--- config.mk ---
export PLATFORM = sky130hd
export DESIGN_NAME = fp_addsub_sequencer
export DESIGN_NICKNAME = d
export VERILOG_FILES = /design/src/rtl/fp_alu_pkg.sv /design/src/rtl/fp_unpack_compare.sv /design/src/rtl/fp_addsub_sequencer.sv
export SDC_FILE = /design/constraint.sdc
export NUM_CORES = 1
export LEC_CHECK = 0
export ABC_CLOCK_PERIOD_IN_PS = 7000
export BUFFER_PORTS_ARGS = -buffer_cell sky130_fd_sc_hd__buf_4
export CAP_MARGIN = 20
export CELL_PAD_IN_SITES_DETAIL_PLACEMENT = 1
export CELL_PAD_IN_SITES_GLOBAL_PLACEMENT = 2
export CORE_UTILIZATION = 33
export DETAILED_ROUTE_END_ITERATION = 12
export GPL_ROUTABILITY_DRIVEN = 0
export PLACE_DENSITY = 0.92
export SLEW_MARGIN = 20
export SYNTH_ARGS = -nofsm -noshare
export SYNTH_HDL_FRONTEND = slang
export SYNTH_SLANG_ARGS = --single-unit
--- constraint.sdc ---
create_clock -name clk -period 7 [get_ports clk]
set_clock_uncertainty 0.1 [all_clocks]
set_input_delay 1.4 -clock clk [delete_from_list [all_inputs] [get_ports clk]]
set_output_delay 1.4 -clock clk [all_outputs]
set_load 0.005 [all_outputs]
--- src/rtl/fp_alu_pkg.sv ---
// rtl/fp_alu_pkg.sv - shared FP ALU constants: FSM encoding and default field geometry
package fp_alu_pkg;

    localparam int MANTISSA_SIZE = 23;
    localparam int EXPONENT_SIZE = 8;
    localparam int MANT_W        = MANTISSA_SIZE + 1;
    localparam int WORD_W        = 1 + EXPONENT_SIZE + MANTISSA_SIZE;
    localparam int SIGN_POS      = WORD_W - 1;
    localparam int EXP_LSB       = MANTISSA_SIZE;
    localparam int EXP_MSB       = EXP_LSB + EXPONENT_SIZE - 1;
    localparam logic [EXPONENT_SIZE-1:0] EXP_ALL_ONES = {EXPONENT_SIZE{1'b1}};

    localparam logic [2:0] IDLE       = 3'd0;
    localparam logic [2:0] PREP       = 3'd1;
    localparam logic [2:0] ALIGN_LOAD = 3'd2;
    localparam logic [2:0] ALIGN_WAIT = 3'd3;
    localparam logic [2:0] ADD        = 3'd4;
    localparam logic [2:0] NORM_LOAD  = 3'd5;
    localparam logic [2:0] NORM_WAIT  = 3'd6;
    localparam logic [2:0] DONE       = 3'd7;

endpackage

--- src/rtl/fp_unpack_compare.sv ---
// rtl/fp_unpack_compare.sv - unpacks two FP operands and orders them by magnitude
module fp_unpack_compare
    import fp_alu_pkg::*;
#(
    parameter int Mantissa_Size = MANTISSA_SIZE,
    parameter int Exponent_Size = EXPONENT_SIZE
) (
    input  logic [Exponent_Size+Mantissa_Size:0] op_a,
    input  logic [Exponent_Size+Mantissa_Size:0] op_b,
    input  logic                                 sub,
    output logic                                 sign_big,
    output logic                                 sign_small,
    output logic [Exponent_Size-1:0]             exp_big,
    output logic [Mantissa_Size:0]               mant_big,
    output logic [Mantissa_Size:0]               mant_small,
    output logic [Exponent_Size-1:0]             diff,
    output logic                                 a_zero,
    output logic                                 b_zero
);

    localparam int M = Mantissa_Size;
    localparam int E = Exponent_Size;

    logic [E-1:0] exp_a, exp_b, exp_small;
    logic [M:0]   mant_a, mant_b;
    logic         sign_a, sign_b_eff, a_is_big;

    assign sign_a     = op_a[E+M];
    assign sign_b_eff = op_b[E+M] ^ sub;
    assign exp_a      = op_a[E+M-1:M];
    assign exp_b      = op_b[E+M-1:M];

    // No denormals: a zero exponent forces the whole operand to zero
    assign a_zero = (exp_a == '0);
    assign b_zero = (exp_b == '0);
    assign mant_a = a_zero ? '0 : {1'b1, op_a[M-1:0]};
    assign mant_b = b_zero ? '0 : {1'b1, op_b[M-1:0]};

    assign a_is_big = (exp_a > exp_b) || ((exp_a == exp_b) && (mant_a >= mant_b));

    assign sign_big   = a_is_big ? sign_a     : sign_b_eff;
    assign sign_small = a_is_big ? sign_b_eff : sign_a;
    assign exp_big    = a_is_big ? exp_a      : exp_b;
    assign exp_small  = a_is_big ? exp_b      : exp_a;
    assign mant_big   = a_is_big ? mant_a     : mant_b;
    assign mant_small = a_is_big ? mant_b     : mant_a;
    assign diff       = exp_big - exp_small;

endmodule

--- src/rtl/fp_addsub_sequencer.sv ---
// rtl/fp_addsub_sequencer.sv - FP add/sub sequencer driving an external shared mantissa shifter
module fp_addsub_sequencer
    import fp_alu_pkg::*;
#(
    parameter int Mantissa_Size = MANTISSA_SIZE,
    parameter int Exponent_Size = EXPONENT_SIZE
) (
    input  logic                                 clk,
    input  logic                                 rst_n,
    input  logic                                 start,
    input  logic                                 sub,
    input  logic [Exponent_Size+Mantissa_Size:0] op_a,
    input  logic [Exponent_Size+Mantissa_Size:0] op_b,
    output logic                                 busy,
    output logic                                 valid,
    output logic [Exponent_Size+Mantissa_Size:0] result,
    output logic                                 overflow,
    output logic                                 underflow,
    output logic                                 sh_enable,
    output logic                                 sh_load,
    output logic                                 sh_direction,
    output logic [Mantissa_Size:0]               sh_mantissa,
    output logic [Exponent_Size-1:0]             sh_exponent,
    output logic [Exponent_Size-1:0]             sh_no_of_shifts,
    input  logic                                 sh_done,
    input  logic                                 sh_underflow,
    input  logic [Mantissa_Size:0]               sh_mantissa_in,
    input  logic [Exponent_Size-1:0]             sh_exponent_in
);

    localparam int M = Mantissa_Size;
    localparam int E = Exponent_Size;
    localparam logic [E-1:0] EXP_ONES = {E{1'b1}};

    logic [2:0]   state;
    logic         first_wait;
    logic         sign_big_q, sign_small_q, a_zero_q, b_zero_q;
    logic [E-1:0] exp_big_q, diff_q;
    logic [M:0]   mant_big_q, mant_small_q;

    logic         u_sign_big, u_sign_small, u_a_zero, u_b_zero;
    logic [E-1:0] u_exp_big, u_diff;
    logic [M:0]   u_mant_big, u_mant_small;

    logic [M+1:0] sum;
    logic [M:0]   diff_mant;
    logic [E-1:0] exp_inc;
    logic         eff_add;

    fp_unpack_compare #(
        .Mantissa_Size(Mantissa_Size),
        .Exponent_Size(Exponent_Size)
    ) u_unpack (
        .op_a      (op_a),
        .op_b      (op_b),
        .sub       (sub),
        .sign_big  (u_sign_big),
        .sign_small(u_sign_small),
        .exp_big   (u_exp_big),
        .mant_big  (u_mant_big),
        .mant_small(u_mant_small),
        .diff      (u_diff),
        .a_zero    (u_a_zero),
        .b_zero    (u_b_zero)
    );

    assign sum       = {1'b0, mant_big_q} + {1'b0, mant_small_q};
    assign diff_mant = mant_big_q - mant_small_q;
    assign exp_inc   = exp_big_q + 1'b1;
    assign eff_add   = (sign_big_q == sign_small_q);

    assign busy            = (state != IDLE) && (state != DONE);
    assign valid           = (state == DONE);
    assign sh_enable       = (state == ALIGN_LOAD) || (state == ALIGN_WAIT) ||
                             (state == NORM_LOAD)  || (state == NORM_WAIT);
    assign sh_load         = (state == ALIGN_LOAD) || (state == NORM_LOAD);
    assign sh_direction    = (state == ALIGN_LOAD) || (state == ALIGN_WAIT);
    assign sh_mantissa     = sh_direction ? mant_small_q : mant_big_q;
    assign sh_exponent     = exp_big_q;
    assign sh_no_of_shifts = sh_direction ? diff_q : '0;

    always_ff @(posedge clk) begin
        if (!rst_n) begin
            state      <= IDLE;
            first_wait <= 1'b0;
            result     <= '0;
            overflow   <= 1'b0;
            underflow  <= 1'b0;
        end else begin
            case (state)
                IDLE: begin
                    if (start) begin
                        sign_big_q   <= u_sign_big;
                        sign_small_q <= u_sign_small;
                        exp_big_q    <= u_exp_big;
                        mant_big_q   <= u_mant_big;
                        mant_small_q <= u_mant_small;
                        diff_q       <= u_diff;
                        a_zero_q     <= u_a_zero;
                        b_zero_q     <= u_b_zero;
                        overflow     <= 1'b0;
                        underflow    <= 1'b0;
                        state        <= PREP;
                    end
                end
                PREP: begin
                    // With one operand zero the big side is the other one; with both zero, B wins
                    if (a_zero_q || b_zero_q) begin
                        result <= {(a_zero_q && b_zero_q) ? sign_small_q : sign_big_q,
                                   exp_big_q, mant_big_q[M-1:0]};
                        state  <= DONE;
                    end else if (diff_q == '0) begin
                        state <= ADD;
                    end else begin
                        state <= ALIGN_LOAD;
                    end
                end
                ALIGN_LOAD: begin
                    first_wait <= 1'b1;
                    state      <= ALIGN_WAIT;
                end
                ALIGN_WAIT: begin
                    if (first_wait) begin
                        first_wait <= 1'b0;
                    end else if (sh_done) begin
                        mant_small_q <= sh_mantissa_in;
                        state        <= ADD;
                    end
                end
                ADD: begin
                    state <= DONE;
                    if (eff_add) begin
                        if (sum[M+1]) begin
                            if (exp_inc == EXP_ONES) begin
                                overflow <= 1'b1;
                                result   <= {sign_big_q, EXP_ONES, {M{1'b0}}};
                            end else begin
                                result <= {sign_big_q, exp_inc, sum[M:1]};
                            end
                        end else begin
                            result <= {sign_big_q, exp_big_q, sum[M-1:0]};
                        end
                    end else if (diff_mant == '0) begin
                        result <= '0;
                    end else if (diff_mant[M]) begin
                        result <= {sign_big_q, exp_big_q, diff_mant[M-1:0]};
                    end else begin
                        mant_big_q <= diff_mant;
                        state      <= NORM_LOAD;
                    end
                end
                NORM_LOAD: begin
                    first_wait <= 1'b1;
                    state      <= NORM_WAIT;
                end
                NORM_WAIT: begin
                    if (first_wait) begin
                        first_wait <= 1'b0;
                    end else if (sh_done) begin
                        if (sh_underflow) begin
                            result    <= {sign_big_q, {(E+M){1'b0}}};
                            underflow <= 1'b1;
                        end else begin
                            result <= {sign_big_q, sh_exponent_in, sh_mantissa_in[M-1:0]};
                        end
                        state <= DONE;
                    end
                end
                default: state <= IDLE;
            endcase
        end
    end

endmodule

=== Yosys cells after proc, flatten, opt, wreduce, memory -nomap -nowiden ===
Index checks and enable logic that the tools add are counted.

* Flip-flop bits (word level): 106
* Input bits: 102
* Output and inout bits: 79
* Logic and storage cells: 125

* $add $sub $neg: 4
* Order comparisons: 2
* Equality and inequality tests: 25
* Multiplexer cells: 51
* Bitwise operators: 1
* Reduce and logical (&&, ||, !) cells: 29

{| class="wikitable"
|+ Operator list
! cell !! number
|-
| 24-bit 2-to-1 mux || 12
|-
| 32-bit 2-to-1 mux || 6
|-
| 24-bit case mux with 2 select lines || 2
|-
| 32-bit case mux with 3 select lines || 1
|-
| 31-bit 2-to-1 mux || 3
|-
| 2-bit inequality test, second input constant || 13
|-
| 24-bit by 24-bit adder with 25-bit output || 1
|-
| 5-bit AND reduction || 5
|-
| 24-bit >= comparator || 1
|-
| 24-bit zero test || 1
|-
| 8-bit zero test || 3
|-
| 8-bit 2-to-1 mux || 3
|-
| 24-bit subtractor || 1
|-
| 3-bit 2-to-1 mux || 7
|-
| 3-bit case mux with 7 select lines || 1
|-
| 3-bit == test, second input constant || 4
|-
| 1-bit 2-to-1 mux || 10
|-
| 8-bit by 1-bit adder with 8-bit output, second input constant || 1
|-
| 8-bit == test || 1
|-
| 8-bit == test, second input constant || 1
|-
| 8-bit > comparator || 1
|-
| 2-bit nonzero test || 4
|-
| 8-bit subtractor || 1
|-
| 3-bit by 2-bit == test with 1-bit output, second input constant || 2
|-
| 14 further kinds || 27
|}

=== Longest topological paths before layout ===
* Depth in word-level cells: 8
* Gate-level depth with buffers: 16
* Depth with buffers taken out: 15

=== Hierarchy ===
From an unflattened synthesis, not the netlist that was laid out.

* Cell total of the unflattened synthesis: 1360
* Area, all modules: 10621.4 um2

{| class="wikitable"
|+ Modules (own cells, without submodules)
! module !! times used !! cells each !! area an instance (um2) !! seq. area each (um2)
|-
| fp_addsub_sequencer || 1 || 1034 || 8501.9 || 2802.7
|-
| fp_unpack_compare || 1 || 326 || 2119.5 || 0.0
|}

=== Worst setup path after synthesis ===
OpenSTA, ideal clock, no wires.

* Path type: in2reg
* Start: in op_a[28]
* End: reg diff_q[7], data pin
* Setup time: 0.258 ns
* Data arrival time: 4.587 ns
* Data required time: 6.642 ns
* Setup slack: 2.055 ns
* Stages on the path: 15
* Buffers on the path: 1
* Path through: nor4_1 -> nand2_1 -> clkbuf_1 -> and2_1 -> ha_1 -> a21oi_1 -> nand2_1 -> a2111oi_0 -> o211ai_1 -> o21ai_1 -> mux2i_1 -> o221a_2 -> o21ai_0 -> a31oi_1 -> xnor2_1

* Word-level cells in the longest chain between the ends: 7
* Elaborated cells on any way between the ends: 10
* Those cells by class: 1 x add/sub; 2 x order compare; 1 x eq/ne; 3 x mux; 3 x reduce/logical

{| class="wikitable"
|+ RTL lines
! item !! line !! RTL
|-
| start, declared || fp_addsub_sequencer.sv:12 || <nowiki>input logic [Exponent_Size+Mantissa_Size:0] op_a,</nowiki>
|-
| 8-bit zero test || fp_unpack_compare.sv:34 || <nowiki>assign a_zero = (exp_a == '0);</nowiki>
|-
| 24-bit 2-to-1 mux || fp_unpack_compare.sv:36 || <nowiki>assign mant_a = a_zero ? '0 : {1'b1, op_a[M-1:0]};</nowiki>
|-
| 24-bit >= comparator || fp_unpack_compare.sv:39 || <nowiki>assign a_is_big = (exp_a > exp_b) || ((exp_a == exp_b) && (mant_a >= mant_b));</nowiki>
|-
| 1-bit logical AND || fp_unpack_compare.sv:39 ||
|-
| 1-bit logical OR || fp_unpack_compare.sv:39 ||
|-
| 8-bit 2-to-1 mux (on tied branches) || fp_unpack_compare.sv:43, fp_unpack_compare.sv:44 ||
|-
| 8-bit subtractor * || fp_unpack_compare.sv:47 || <nowiki>assign diff = exp_big - exp_small;</nowiki>
|-
| via u_diff[7] || fp_addsub_sequencer.sv:42 || <nowiki>logic [E-1:0] u_exp_big, u_diff;</nowiki>
|-
| end signal, assigned || fp_addsub_sequencer.sv:98 || <nowiki>diff_q <= u_diff;</nowiki>
|-
| end, declared || fp_addsub_sequencer.sv:38 || <nowiki>logic [E-1:0] exp_big_q, diff_q;</nowiki>
|}

The timed path passes the listed nets; every way through them passes the cells marked *.
A chain may end at the register's enable or synchronous reset.

=== Worst setup path in the final report ===
* Start: in op_b[29]
* End: reg diff_q[7], data pin

* Word-level cells in the longest chain between the ends: 7
* Elaborated cells on any way between the ends: 10
* Those cells by class: 1 x add/sub; 2 x order compare; 1 x eq/ne; 3 x mux; 3 x reduce/logical

{| class="wikitable"
|+ RTL lines
! item !! line !! RTL
|-
| start, declared || fp_addsub_sequencer.sv:13 || <nowiki>input logic [Exponent_Size+Mantissa_Size:0] op_b,</nowiki>
|-
| 8-bit zero test || fp_unpack_compare.sv:35 || <nowiki>assign b_zero = (exp_b == '0);</nowiki>
|-
| 24-bit 2-to-1 mux || fp_unpack_compare.sv:37 || <nowiki>assign mant_b = b_zero ? '0 : {1'b1, op_b[M-1:0]};</nowiki>
|-
| 24-bit >= comparator || fp_unpack_compare.sv:39 ||
|-
| 1-bit logical AND || fp_unpack_compare.sv:39 ||
|-
| 1-bit logical OR || fp_unpack_compare.sv:39 ||
|-
| 8-bit 2-to-1 mux (on tied branches) || fp_unpack_compare.sv:43, fp_unpack_compare.sv:44 ||
|-
| 8-bit subtractor * || fp_unpack_compare.sv:47 ||
|-
| via u_diff[7] || fp_addsub_sequencer.sv:42 ||
|}

Marked as above.

==> results.sh <==
export IMPL_status="complete, no violations"
export IMPL_intPower_mw=1.694
export IMPL_slew_headroom_pct=21.97
export IMPL_arrival_ns=5.70
export IMPL_worst_path_buf_inv=1
export IMPL_ir_drop_mv=0.1408
export IMPL_layout_drive_gt1_share_pct=15.48
export IMPL_io_buffers=180
export IMPL_clockPowerShare_pct=19.6
export IMPL_syn_inst=1425
export IMPL_timing_rr_start="mant_big_q[0]"
export IMPL_cts_tree="done"
export IMPL_dieArea_um2=33340
export IMPL_synth_nets=1610
export IMPL_coreArea_um2=31800
export IMPL_slew_violations=0
export IMPL_p_sw_mw=1.332
export IMPL_period_minus_slack_ns=5.685
export IMPL_avgSynthCellArea_um2=7.552
export IMPL_yosysTopAreaCell="edfxtp_1"
export IMPL_p_per_area_nw_per_um2=236.3
export IMPL_wl_met1_um=18880
export IMPL_synth_cell_types=83
export IMPL_critPathMaxFanout=27
export IMPL_cts_htree_levels=3
export IMPL_worst_hold_slack_ns=0.3651
export IMPL_fin_crit_sh_pct=81.21
export IMPL_seqPwrFrac_pct=28.9
export IMPL_grt_ovfl_total=0
export IMPL_crit_type="input port to register"
export IMPL_insertion_delay_ns=0.37
export IMPL_met3_length_um=3573
export IMPL_ctsRootBufferMaster="clkbuf_16"
export IMPL_crit_path_end_kind="register"
export IMPL_hold_path_cell_count=2
export IMPL_cts_reportedPaths_clkPinSlew_ns=0.08
export IMPL_async_flop_share_pct=0
export IMPL_rsz0062_at_grt="no"
export IMPL_diodes=0
export IMPL_switching_share_pct=44.03
export IMPL_drt_iter0_markers=1167
export IMPL_die_w_um=182.6
export IMPL_num_io_pins=181
export IMPL_clk_path_buf_depth=2
export IMPL_cpMaxStageDelayCell="nand2_1"
export IMPL_crit_path_cell_trace="buf_4 > nor4_1 > nand2_1 > nand2_1 > ha_1 > nand4_1 > nor3_1 > o311ai_0 > a31oi_1 > o21a_2 > o21ai_0 > o221a_2 > o21ai_0 > a31oi_1 > xnor2_1"
export IMPL_cts_inserted_buffers=9
export IMPL_fp_row_count=65
export IMPL_postCtsResizedCells=0
export IMPL_cts_hold_buffers=0
export IMPL_grt_max_degree=50
export IMPL_reg2reg_depth=14
export IMPL_synth_top_area_share_pct=18.97
export IMPL_drc_errors=0
export IMPL_finalPower_mw=3.026
export IMPL_cts_sinks=106
export IMPL_syn_area_um2=10760
export IMPL_hold_path_startpoint="result[25]"
export IMPL_yosys_warnings=0
export IMPL_detail_route_antenna_nets=0
export IMPL_wl_per_cell_um=21.98
export IMPL_die_height_um=182.6
export IMPL_synthFlopType="edfxtp_1"
export IMPL_cp_slowest_stage_delay_ns=0.63
export IMPL_first_pass_iters=6
export IMPL_grt_pass1_vias=11500
export IMPL_setup_tns_ns=0
export IMPL_start_kind="input port"
export IMPL_grt_usage_pct=25.70
export IMPL_synth_edf_count=68
export IMPL_nets=1730
export IMPL_rr_endpoint="mant_big_q[5]"
export IMPL_wl_um=43640
export IMPL_post_cts_buffers=0
export IMPL_p_leak_nw=5.385
export IMPL_worstMarginPinSlew_ns=1.170
export IMPL_wl_met2_um=19970
export IMPL_antenna_found_initial=0
export IMPL_start_util_pct=33.84
export IMPL_fmax_mhz=175.9
export IMPL_holdPathEnd="result[25]"
export IMPL_setup_viol=0
export IMPL_grt_pass1_wl_um=66210
export IMPL_min_path_type="register to register"
export IMPL_hold_viol_final=0
export IMPL_hpwl_um=34730
export IMPL_crit_family="compound AO/OA/AOI/OAI gates"
export IMPL_ys_ff_latch=106
export IMPL_top_layer="met4"
export IMPL_via_per_inst=5.902
export IMPL_vias=11720
export IMPL_crit_start="op_b[29]"
export IMPL_required_ns=7.02
export IMPL_drv_cap=0
export IMPL_ys_seq_area_share_pct=26.04
export IMPL_area_delta_synth_final_pct=19.00
export IMPL_yosys_top_cells_area="edfxtp_1 (19%), ha_1 (9.4%), nand2_1 (7.2%)"
export IMPL_power_frac_comb_pct=51.5
export IMPL_r2r_slack_ns=1.72
[layer usage]
metal  up-vias  global-route usage [%]
met5         -                       0
met3        55                   3.452
met2       489                   42.11
met1      5721                   34.78
met4         0                   8.168
li1       5451                       -
[cells in the final DEF (no fill, tap or decap), types with 10 or more instances in the layout]
| cell | count |
|---|---|
| a22oi_1 | 20 |
| o21ai_0 | 124 |
| edfxtp_1 | 68 |
| nor4_1 | 15 |
| nor2b_1 | 15 |
| a21oi_1 | 125 |
| ha_1 | 81 |
| nor3_1 | 22 |
| nand4_1 | 18 |
| mux2i_1 | 32 |
| and2_1 | 38 |
| buf_4 | 194 |
| a21o_1 | 12 |
| xnor2_1 | 36 |
| nand2_1 | 207 |
| nand2b_1 | 17 |
| inv_1 | 72 |
| o211ai_1 | 12 |
| o21a_1 | 10 |
| o221ai_1 | 14 |
| nand3_1 | 24 |
| dfxtp_1 | 38 |
| a211oi_1 | 20 |
| nor2_1 | 133 |
| o31ai_1 | 15 |
| a31oi_1 | 12 |
[synth_stat cells (all sizes together), types with 6 or more instances]
cell type / n
a2111oi: 8
a211oi: 22
a21o: 12
a21oi: 129
a221oi: 6
a222oi: 9
a22oi: 20
a31oi: 12
and2: 39
and3: 8
buf: 13
clkbuf: 73
dfxtp: 38
edfxtp: 68
ha: 81
inv: 72
mux2i: 32
nand2: 207
nand2b: 17
nand3: 24
nand4: 18
nor2: 134
nor2b: 16
nor3: 24
nor4: 15
o2111ai: 6
o211ai: 12
o21a: 11
o21ai: 127
o21bai: 6
o221ai: 14
o22ai: 6
o31ai: 15
or3: 7
or4: 8
xnor2: 36
xor2: 9
[area by class of cell]
class	instances	area [µm²]
multi-input cells	1159	7351
inverters	74	277.8
clock buffers	9	225.2
flip-flops and latches	106	2803
clock inverters	7	121.4
fillers	3914	18990
repair buffers	195	1484
well taps	435	544.3
[power by group through the flow]
stage / Combinational (mW) / Clock (mW) / Sequential, mW
after CTS: 1.52 / 0.597 / 0.872
after floorplan: 0.980 / 0 / 0.841
final: 1.56 / 0.592 / 0.876
after global routing: 1.68 / 0.616 / 0.885
after global placement: 1.48 / 0 / 0.883
after detailed placement: 1.51 / 0 / 0.886
[worst max path at each step]
stage	endpoint	slack [ns]	cells past startpoint
floorplan	diff_q[7]	2.06	15
global placement	diff_q[7]	1.03	15
detailed placement	diff_q[7]	0.83	15
CTS	diff_q[7]	1.22	15
global route	diff_q[7]	0.90	15
finish	diff_q[7]	1.32	15
[logic make-up after synthesis]
logic type	Yosys count	synth area share (%)
buffers and inverters	160	5.918
AO/OA/AOI/OAI	462	28.32
AND/OR/NAND/NOR	533	22.88
flip-flops	106	26.04
adder cells (fa/ha/maj)	84	9.883
multiplexers	35	3.290
XOR/XNOR	45	3.662
[registers in the layout (all words and copies together), names as in the netlist]
name and cells:
first_wait 1, sign_small_q 1, mant_big_q 24, diff_q 8
state 3, result 32, b_zero_q 1, mant_small_q 24
underflow 1, sh_exponent 8, overflow 1, a_zero_q 1
sign_big_q 1
[metrics by stage]
stage	utilization [%]	area [µm²]	setup WS, ns	instances
after CTS	40.18	12780	1.217	1984
after detailed placement	39.09	12430	0.8315	1968
after global routing	40.27	12810	0.8960	1985
after floorplan	-	10760	2.055	1425
final	40.27	12810	1.315	1985
after global placement	39.09	12430	1.027	1968
[worst reg2reg max path, cell delays in order, from the launching register on]
cell and delay, ns:
edfxtp_1 0.39, inv_1 0.08, ha_1 0.23, fa_1 0.43
nor2b_2 0.26, o2111ai_4 0.22, a211oi_1 0.67, nor4_1 0.19
o31ai_1 0.44, xor2_1 0.49, nand2b_1 0.25, o41a_1 0.35
nand3b_1 0.16, a21oi_2 0.33, buf_4 0.36
Power figures use the tool's default switching activity.
